## src/rtl/gs_normalize.sv

```systemverilog
// gs_normalize: one column of a Gram-Schmidt QR step.
// Forms u = x - p, then ||u|| with a bit-serial square root, then q = u / ||u||
// with a bit-serial restoring divider, one element at a time.
// All values are Q16.16. rkk is the unsigned norm and saturates at 0xFFFF_FFFF.
// Define GS_NORM_SAT_EN to make x - p saturate on signed overflow instead of wrapping.
module gs_normalize #(
   parameter int M = 3
) (
   input  logic            clk,
   input  logic            rst_n,
   input  logic            in_valid,
   output logic            in_ready,
   input  logic [M*32-1:0] x,
   input  logic [M*32-1:0] p,
   output logic            out_valid,
   input  logic            out_ready,
   output logic [M*32-1:0] q,
   output logic [31:0]     rkk,
   output logic            degen
);

   typedef enum logic [2:0] {
      ST_IDLE,
      ST_SUB,
      ST_SQSUM,
      ST_SQRT,
      ST_DIV,
      ST_DONE
   } state_t;

   localparam int               IDX_W     = (M > 1) ? $clog2(M) : 1;
   localparam logic [IDX_W-1:0] IDX_LAST  = IDX_W'(M - 1);
   localparam logic [IDX_W-1:0] IDX_ONE   = IDX_W'(1);
   localparam logic [5:0]       SQRT_LAST = 6'd32;   // 33 root bits
   localparam logic [5:0]       DIV_LAST  = 6'd31;   // 32 quotient bits

   // ------------------------------------------------------------------
   // Registers
   // ------------------------------------------------------------------
   state_t                state_q, state_d;
   logic [M-1:0][31:0]    x_q, x_d;        // captured column
   logic [M-1:0][31:0]    p_q, p_d;        // captured projection sum
   logic [M-1:0][31:0]    u_q, u_d;        // differences, overwritten by quotients
   logic [M-1:0][31:0]    q_q, q_d;        // published result
   logic [65:0]           acc_q, acc_d;    // sum of squares, Q32.32; shifted out by the root
   logic [33:0]           rem_q, rem_d;    // square-root partial remainder
   logic [32:0]           root_q, root_d;  // square-root result, Q16.16
   logic [32:0]           drem_q, drem_d;  // divider partial remainder (always < root)
   logic [31:0]           dvd_q, dvd_d;    // dividend bits shifting out, quotient shifting in
   logic [5:0]            cnt_q, cnt_d;    // bit counter inside SQRT / DIV
   logic [IDX_W-1:0]      idx_q, idx_d;    // element index for SQSUM / DIV
   logic [31:0]           rkk_q, rkk_d;
   logic                  degen_q, degen_d;

   // ------------------------------------------------------------------
   // Helpers
   // ------------------------------------------------------------------
   function automatic logic [31:0] sub_elem(input logic [31:0] a, input logic [31:0] b);
`ifdef GS_NORM_SAT_EN
      logic [32:0] diff;
      diff = {a[31], a} - {b[31], b};
      if (diff[32] != diff[31]) begin
         sub_elem = diff[32] ? 32'h8000_0000 : 32'h7FFF_FFFF;
      end else begin
         sub_elem = diff[31:0];
      end
`else
      sub_elem = a - b;
`endif
   endfunction

   // Magnitude of a signed value; 0x8000_0000 maps to 2^31, which still fits unsigned.
   function automatic logic [31:0] abs32(input logic [31:0] v);
      abs32 = v[31] ? (~v + 32'd1) : v;
   endfunction

   function automatic logic [31:0] sat_rkk(input logic [32:0] n);
      sat_rkk = n[32] ? 32'hFFFF_FFFF : n[31:0];
   endfunction

   // ------------------------------------------------------------------
   // Per-cycle arithmetic steps
   // ------------------------------------------------------------------
   logic [31:0] sel_u;
   logic [31:0] sel_abs;
   logic [63:0] sel_sq;
   logic [35:0] sq_rem_sh;
   logic [35:0] sq_trial;
   logic [33:0] sq_rem_nxt;
   logic [32:0] sq_root_nxt;
   logic [32:0] dv_rem_cur;
   logic [31:0] dv_dvd_cur;
   logic [33:0] dv_rem_sh;
   logic [33:0] dv_divisor;
   logic        dv_ge;
   logic [32:0] dv_rem_nxt;
   logic [31:0] dv_dvd_nxt;
   logic [31:0] dv_q_signed;

   // Square of the selected element, one square-root digit and one quotient digit
   // NOTE: every signal driven here gets a value on every path, so no latches are inferred.
   always_comb begin
      sel_u   = u_q[idx_q];
      sel_abs = abs32(sel_u);
      sel_sq  = {32'd0, sel_abs} * {32'd0, sel_abs};

      // Restoring square root: bring down the next two bits of S, try 4*root+1.
      sq_rem_sh = {rem_q, acc_q[65:64]};
      sq_trial  = {1'b0, root_q, 2'b01};
      if (sq_rem_sh >= sq_trial) begin
         sq_rem_nxt  = 34'(sq_rem_sh - sq_trial);
         sq_root_nxt = {root_q[31:0], 1'b1};
      end else begin
         sq_rem_nxt  = sq_rem_sh[33:0];
         sq_root_nxt = {root_q[31:0], 1'b0};
      end

      // Restoring divide of (|u| << 16) by the root. The top 16 dividend bits
      // seed the remainder; they are always below the root because |u| <= root.
      if (cnt_q == 6'd0) begin
         dv_rem_cur = {17'd0, sel_abs[31:16]};
         dv_dvd_cur = {sel_abs[15:0], 16'd0};
      end else begin
         dv_rem_cur = drem_q;
         dv_dvd_cur = dvd_q;
      end
      dv_rem_sh  = {dv_rem_cur, dv_dvd_cur[31]};
      dv_divisor = {1'b0, root_q};
      dv_ge      = (dv_rem_sh >= dv_divisor);
      if (dv_ge) begin
         dv_rem_nxt = 33'(dv_rem_sh - dv_divisor);
      end else begin
         dv_rem_nxt = dv_rem_sh[32:0];
      end
      dv_dvd_nxt  = {dv_dvd_cur[30:0], dv_ge};
      dv_q_signed = sel_u[31] ? (~dv_dvd_nxt + 32'd1) : dv_dvd_nxt;
   end

   // ------------------------------------------------------------------
   // FSM next state, register updates and handshake outputs
   // ------------------------------------------------------------------
   // Sequencing of SUB / SQSUM / SQRT / DIV / DONE and handshake outputs
   always_comb begin
      state_d   = state_q;
      x_d       = x_q;
      p_d       = p_q;
      u_d       = u_q;
      q_d       = q_q;
      acc_d     = acc_q;
      rem_d     = rem_q;
      root_d    = root_q;
      drem_d    = drem_q;
      dvd_d     = dvd_q;
      cnt_d     = cnt_q;
      idx_d     = idx_q;
      rkk_d     = rkk_q;
      degen_d   = degen_q;
      in_ready  = 1'b0;
      out_valid = 1'b0;

      unique case (state_q)
         ST_IDLE: begin
            in_ready = 1'b1;
            if (in_valid) begin
               x_d     = x;
               p_d     = p;
               acc_d   = '0;
               rem_d   = '0;
               root_d  = '0;
               cnt_d   = '0;
               idx_d   = '0;
               state_d = ST_SUB;
            end
         end

         ST_SUB: begin
            for (int i = 0; i < M; i++) begin
               u_d[i] = sub_elem(x_q[i], p_q[i]);
            end
            state_d = ST_SQSUM;
         end

         ST_SQSUM: begin
            acc_d = acc_q + {2'd0, sel_sq};
            if (idx_q == IDX_LAST) begin
               idx_d   = '0;
               state_d = ST_SQRT;
            end else begin
               idx_d = idx_q + IDX_ONE;
            end
         end

         ST_SQRT: begin
            acc_d  = {acc_q[63:0], 2'b00};
            rem_d  = sq_rem_nxt;
            root_d = sq_root_nxt;
            if (cnt_q == SQRT_LAST) begin
               cnt_d = '0;
               idx_d = '0;
               if (sq_root_nxt == '0) begin
                  // Zero-length column: nothing to divide by.
                  q_d     = '0;
                  rkk_d   = '0;
                  degen_d = 1'b1;
                  state_d = ST_DONE;
               end else begin
                  state_d = ST_DIV;
               end
            end else begin
               cnt_d = cnt_q + 6'd1;
            end
         end

         ST_DIV: begin
            drem_d = dv_rem_nxt;
            dvd_d  = dv_dvd_nxt;
            if (cnt_q == DIV_LAST) begin
               u_d[idx_q] = dv_q_signed;
               cnt_d      = '0;
               if (idx_q == IDX_LAST) begin
                  idx_d   = '0;
                  q_d     = u_d;
                  rkk_d   = sat_rkk(root_q);
                  degen_d = 1'b0;
                  state_d = ST_DONE;
               end else begin
                  idx_d = idx_q + IDX_ONE;
               end
            end else begin
               cnt_d = cnt_q + 6'd1;
            end
         end

         ST_DONE: begin
            out_valid = 1'b1;
            if (out_ready) begin
               state_d = ST_IDLE;
            end
         end

         default: begin
            state_d = ST_IDLE;
         end
      endcase
   end

   // State and datapath registers; reset abandons any operation in flight
   // NOTE: sequential state uses non-blocking assignments so every flop samples pre-edge values.
   // NOTE: the operand and result arrays are cleared too, so q reads zero during and after reset.
   always_ff @(posedge clk or negedge rst_n) begin
      if (!rst_n) begin
         state_q <= ST_IDLE;
         x_q     <= '0;
         p_q     <= '0;
         u_q     <= '0;
         q_q     <= '0;
         acc_q   <= '0;
         rem_q   <= '0;
         root_q  <= '0;
         drem_q  <= '0;
         dvd_q   <= '0;
         cnt_q   <= '0;
         idx_q   <= '0;
         rkk_q   <= '0;
         degen_q <= 1'b0;
      end else begin
         state_q <= state_d;
         x_q     <= x_d;
         p_q     <= p_d;
         u_q     <= u_d;
         q_q     <= q_d;
         acc_q   <= acc_d;
         rem_q   <= rem_d;
         root_q  <= root_d;
         drem_q  <= drem_d;
         dvd_q   <= dvd_d;
         cnt_q   <= cnt_d;
         idx_q   <= idx_d;
         rkk_q   <= rkk_d;
         degen_q <= degen_d;
      end
   end

   assign q     = q_q;
   assign rkk   = rkk_q;
   assign degen = degen_q;

endmodule

```

## config.mk

```make
export PLATFORM = sky130hd
export DESIGN_NAME = gs_normalize
export DESIGN_NICKNAME = d
export VERILOG_FILES = /design/src/rtl/gs_normalize.sv
export SDC_FILE = /design/constraint.sdc
export NUM_CORES = 2
export LEC_CHECK = 0
export CORE_ASPECT_RATIO = 1.25
export CORE_MARGIN = 1
export CORE_UTILIZATION = 63
export CTS_CLUSTER_DIAMETER = 100
export DETAILED_ROUTE_END_ITERATION = 16
export PLACE_DENSITY = 0.92
export SYNTH_ARGS = -nofsm -noshare
export SYNTH_HDL_FRONTEND = slang
export SYNTH_SLANG_ARGS = --single-unit
```

## constraint.sdc

```tcl
create_clock -name clk -period 13.99 [get_ports clk]
set_input_delay 2.798 -clock clk [delete_from_list [all_inputs] [get_ports clk]]
set_output_delay 2.798 -clock clk [all_outputs]
set_load 0.005 [all_outputs]
```

==> out/metrics.yaml <==
coreArea_sq_um: 104000
hp-start: "q[20]"
clk_pin_slew_ps: 60
worst_pin_slew_ps: 1620
grt_pass1_wl_um: 346000
grt_setup_unrepaired: "no"
drt_iter0_drc: 6682
r2r_end: "acc_q[60]"
cts-resized-gates: 0
vias_per_cell: 6.28
fp.dieH_um: 365
max_stage_delay_ps: 560
antenna_found_initial: 7
wl_met1_um: 76200
netlist_area_sq_um: 66600
cp-end-kind: "flip-flop"
num_vias: 57900
synthArstFlopShare: 1.00
start_util: 0.639
synth-simple-area-share: 0.130
syn_inst: 7594
clockBufferDepth: 3
fin_crit_ps: 12420
io_pins: 327
grt_pass1_vias: 60000
rr_startpoint: "idx_q[0]"
crit_fanout: 59
cts.sinks: 626
fmax_mhz: 80.5
post_cts_buffers: 0
yosysWarnings: 0
dr.pass1.iters: 7
top_layer: "met5"
avgSynthCellArea_sq_um: 8.77
cts-buffers-inserted: 66
violations: "capacitance limit, slew limit"
synth_common_cells: "1346 x inv_1, 1135 x nand2_1, 876 x fa_1"
muxShareOfSynthArea: 0.00883
synth_top_area_frac: 0.263
die_width_um: 293
synth-edff-count: 0
synth_xor_area_frac: 0.0360
route.met3.wl_um: 25800
fillers: 7573
report.final.slew_viol_count: 5
skew_ps: 29.9
synth_flop_cell: "dfrtp_1"
start_kind: "flip-flop"
cts_hold_buf: 0
routed_wl_um: 228000
synth.most_common_cell: "inv_1"
dp_hpwl_um: 170000
rows: 132
root_buffer: "clkbuf_16"
worstPathArrival_ps: 13010
min_path_cells: 1
avgRoutedWirePerCell_um: 24.7
met2RoutedLength_um: 104000
gp_congestion: 1.04
layout.nets: 9247
clkLatencyLatePin_ps: 690
rrSetupSlack_ps: 1570
final_antenna_net_count: 0
ys_ff_latch: 626
maxCapViolations: 1
cpMaxStageDelayCell: "dfrtp_2"
slew_headroom: -0.0837
cts_tree: "yes"
hp-class: "flip-flop to flip-flop"
io_buffers: 326
status: "complete, but fails checks"
yosysTopAreaCell: "fa_1"
setup-violations-final: 0
synth_top_family_by_area: "adder cells"
synth.distinct_cells: 101
grt_max_degree: 205
required_ps: 14580
grt_util_all_layers: 0.432
synth-compound-area-share: 0.149
synth_fa_ha_area_frac: 0.342
drc: 0
hold_violations: 0
min_to: "q[20]"
setup.worst_path.class: "flip-flop to flip-flop"
dieArea_sq_um: 107000
overflow: 0
area_delta_synth_final_pct: 10.5
final.period_utilization: 0.888
worst_r2r_path_depth: 39
ys_seq_area_frac: 0.235
netlist_top_cells_area: "fa_1 26%, dfrtp_1 24%, ha_1 7.9%, inv_1 7.6%, nand2_1 6.4%"
htreeDepth: 3
drive_above_1_share: 0.0419
setup_tns_ps: 0
cpMostUsedCell: "fa_1"
worst max-delay path: cells and delay by family, from the launching register on:
family                     cells  cell delay [ps]
adders and majority gates      9             4490
xor gates and xnor gates       2              330
buffers and inverters          8             1470
muxes                          1               90
and+or+nand+nor               13             3750
DFF                            1              560
AOI/OAI and AO/OA              6             1580
worst max path at each step:
stage,depth (start not counted),to,from
final,39,acc_q[60],idx_q[0]
after global routing,40,acc_q[59],idx_q[0]
after CTS,40,acc_q[55],idx_q[0]
after detailed placement,40,acc_q[55],idx_q[0]
after global placement,42,acc_q[60],idx_q[0]
after floorplan,44,acc_q[60],idx_q[0]
sequential cells by signal (all words and copies together), names as in the netlist, 3 cells and up:
| register | flops |
|---|---|
| q | 96 |
| cnt_q | 6 |
| rem_q | 34 |
| p_q | 96 |
| dvd_q | 32 |
| rkk | 32 |
| acc_q | 66 |
| drem_q | 33 |
| root_q | 33 |
| u_q | 96 |
| state_q | 3 |
| x_q | 96 |
layer usage:
layer	global-route usage	vias up
met1	0.496	28200
met3	0.118	1183
met4	0.334	6
met5	0	-
met2	0.690	3853
li1	-	24700
placed cells by master (no fill, tap or decap), types with 98 or more instances in the layout:
cell type	Yosys	final
nand2_1	1135	1132
xor2_1	103	99
inv_1	1346	1346
ha_1	420	420
o21ai_0	469	469
fa_1	876	876
dfrtp_1	626	624
xnor2_1	140	133
clkdlybuf4s50_1	0	325
nand3_1	131	131
buf_4	6	98
a21oi_1	366	363
nor2_1	499	493
a21o_1	142	142
logic make-up (layout without fill, tap and decap cells):
logic type	Yosys count	in the layout
other	2	31
DFF	626	626
AOI/OAI and AO/OA	1571	1571
buffers and inverters	1721	1910
adders and majority gates	1296	1296
and+or+nand+nor	2062	2062
muxes	57	57
xor gates and xnor gates	259	259
layout make-up:
class,instances,area [sq um],share of cell area
clock inverter,28,355,0.00483
multi-input combinational,5270,44700,0.608
timing repair buffer,427,4060,0.0552
tap,1407,1760,0.0239
inverter,1364,5120,0.0696
clock buffer,91,1870,0.0254
antenna,6,15.0,0.000204
sequential,626,15700,0.213
metrics by stage:
stage	instances	area, sq um	utilization	hold slack [ps]	setup slack [ps]
6_report	9219	73600	0.706	484	1570
5_1_grt	9214	73600	0.706	502	1090
4_1_cts	9212	73600	0.706	482	1790
3_5_place_dp	9093	71300	0.684	457	1820
3_3_place_gp	9093	71300	0.684	456	2080
2_1_floorplan	7617	66700	-	442	3530
Power is not shown: default switching activity piles up to over one toggle a cycle in this logic, so the estimate is an artifact.
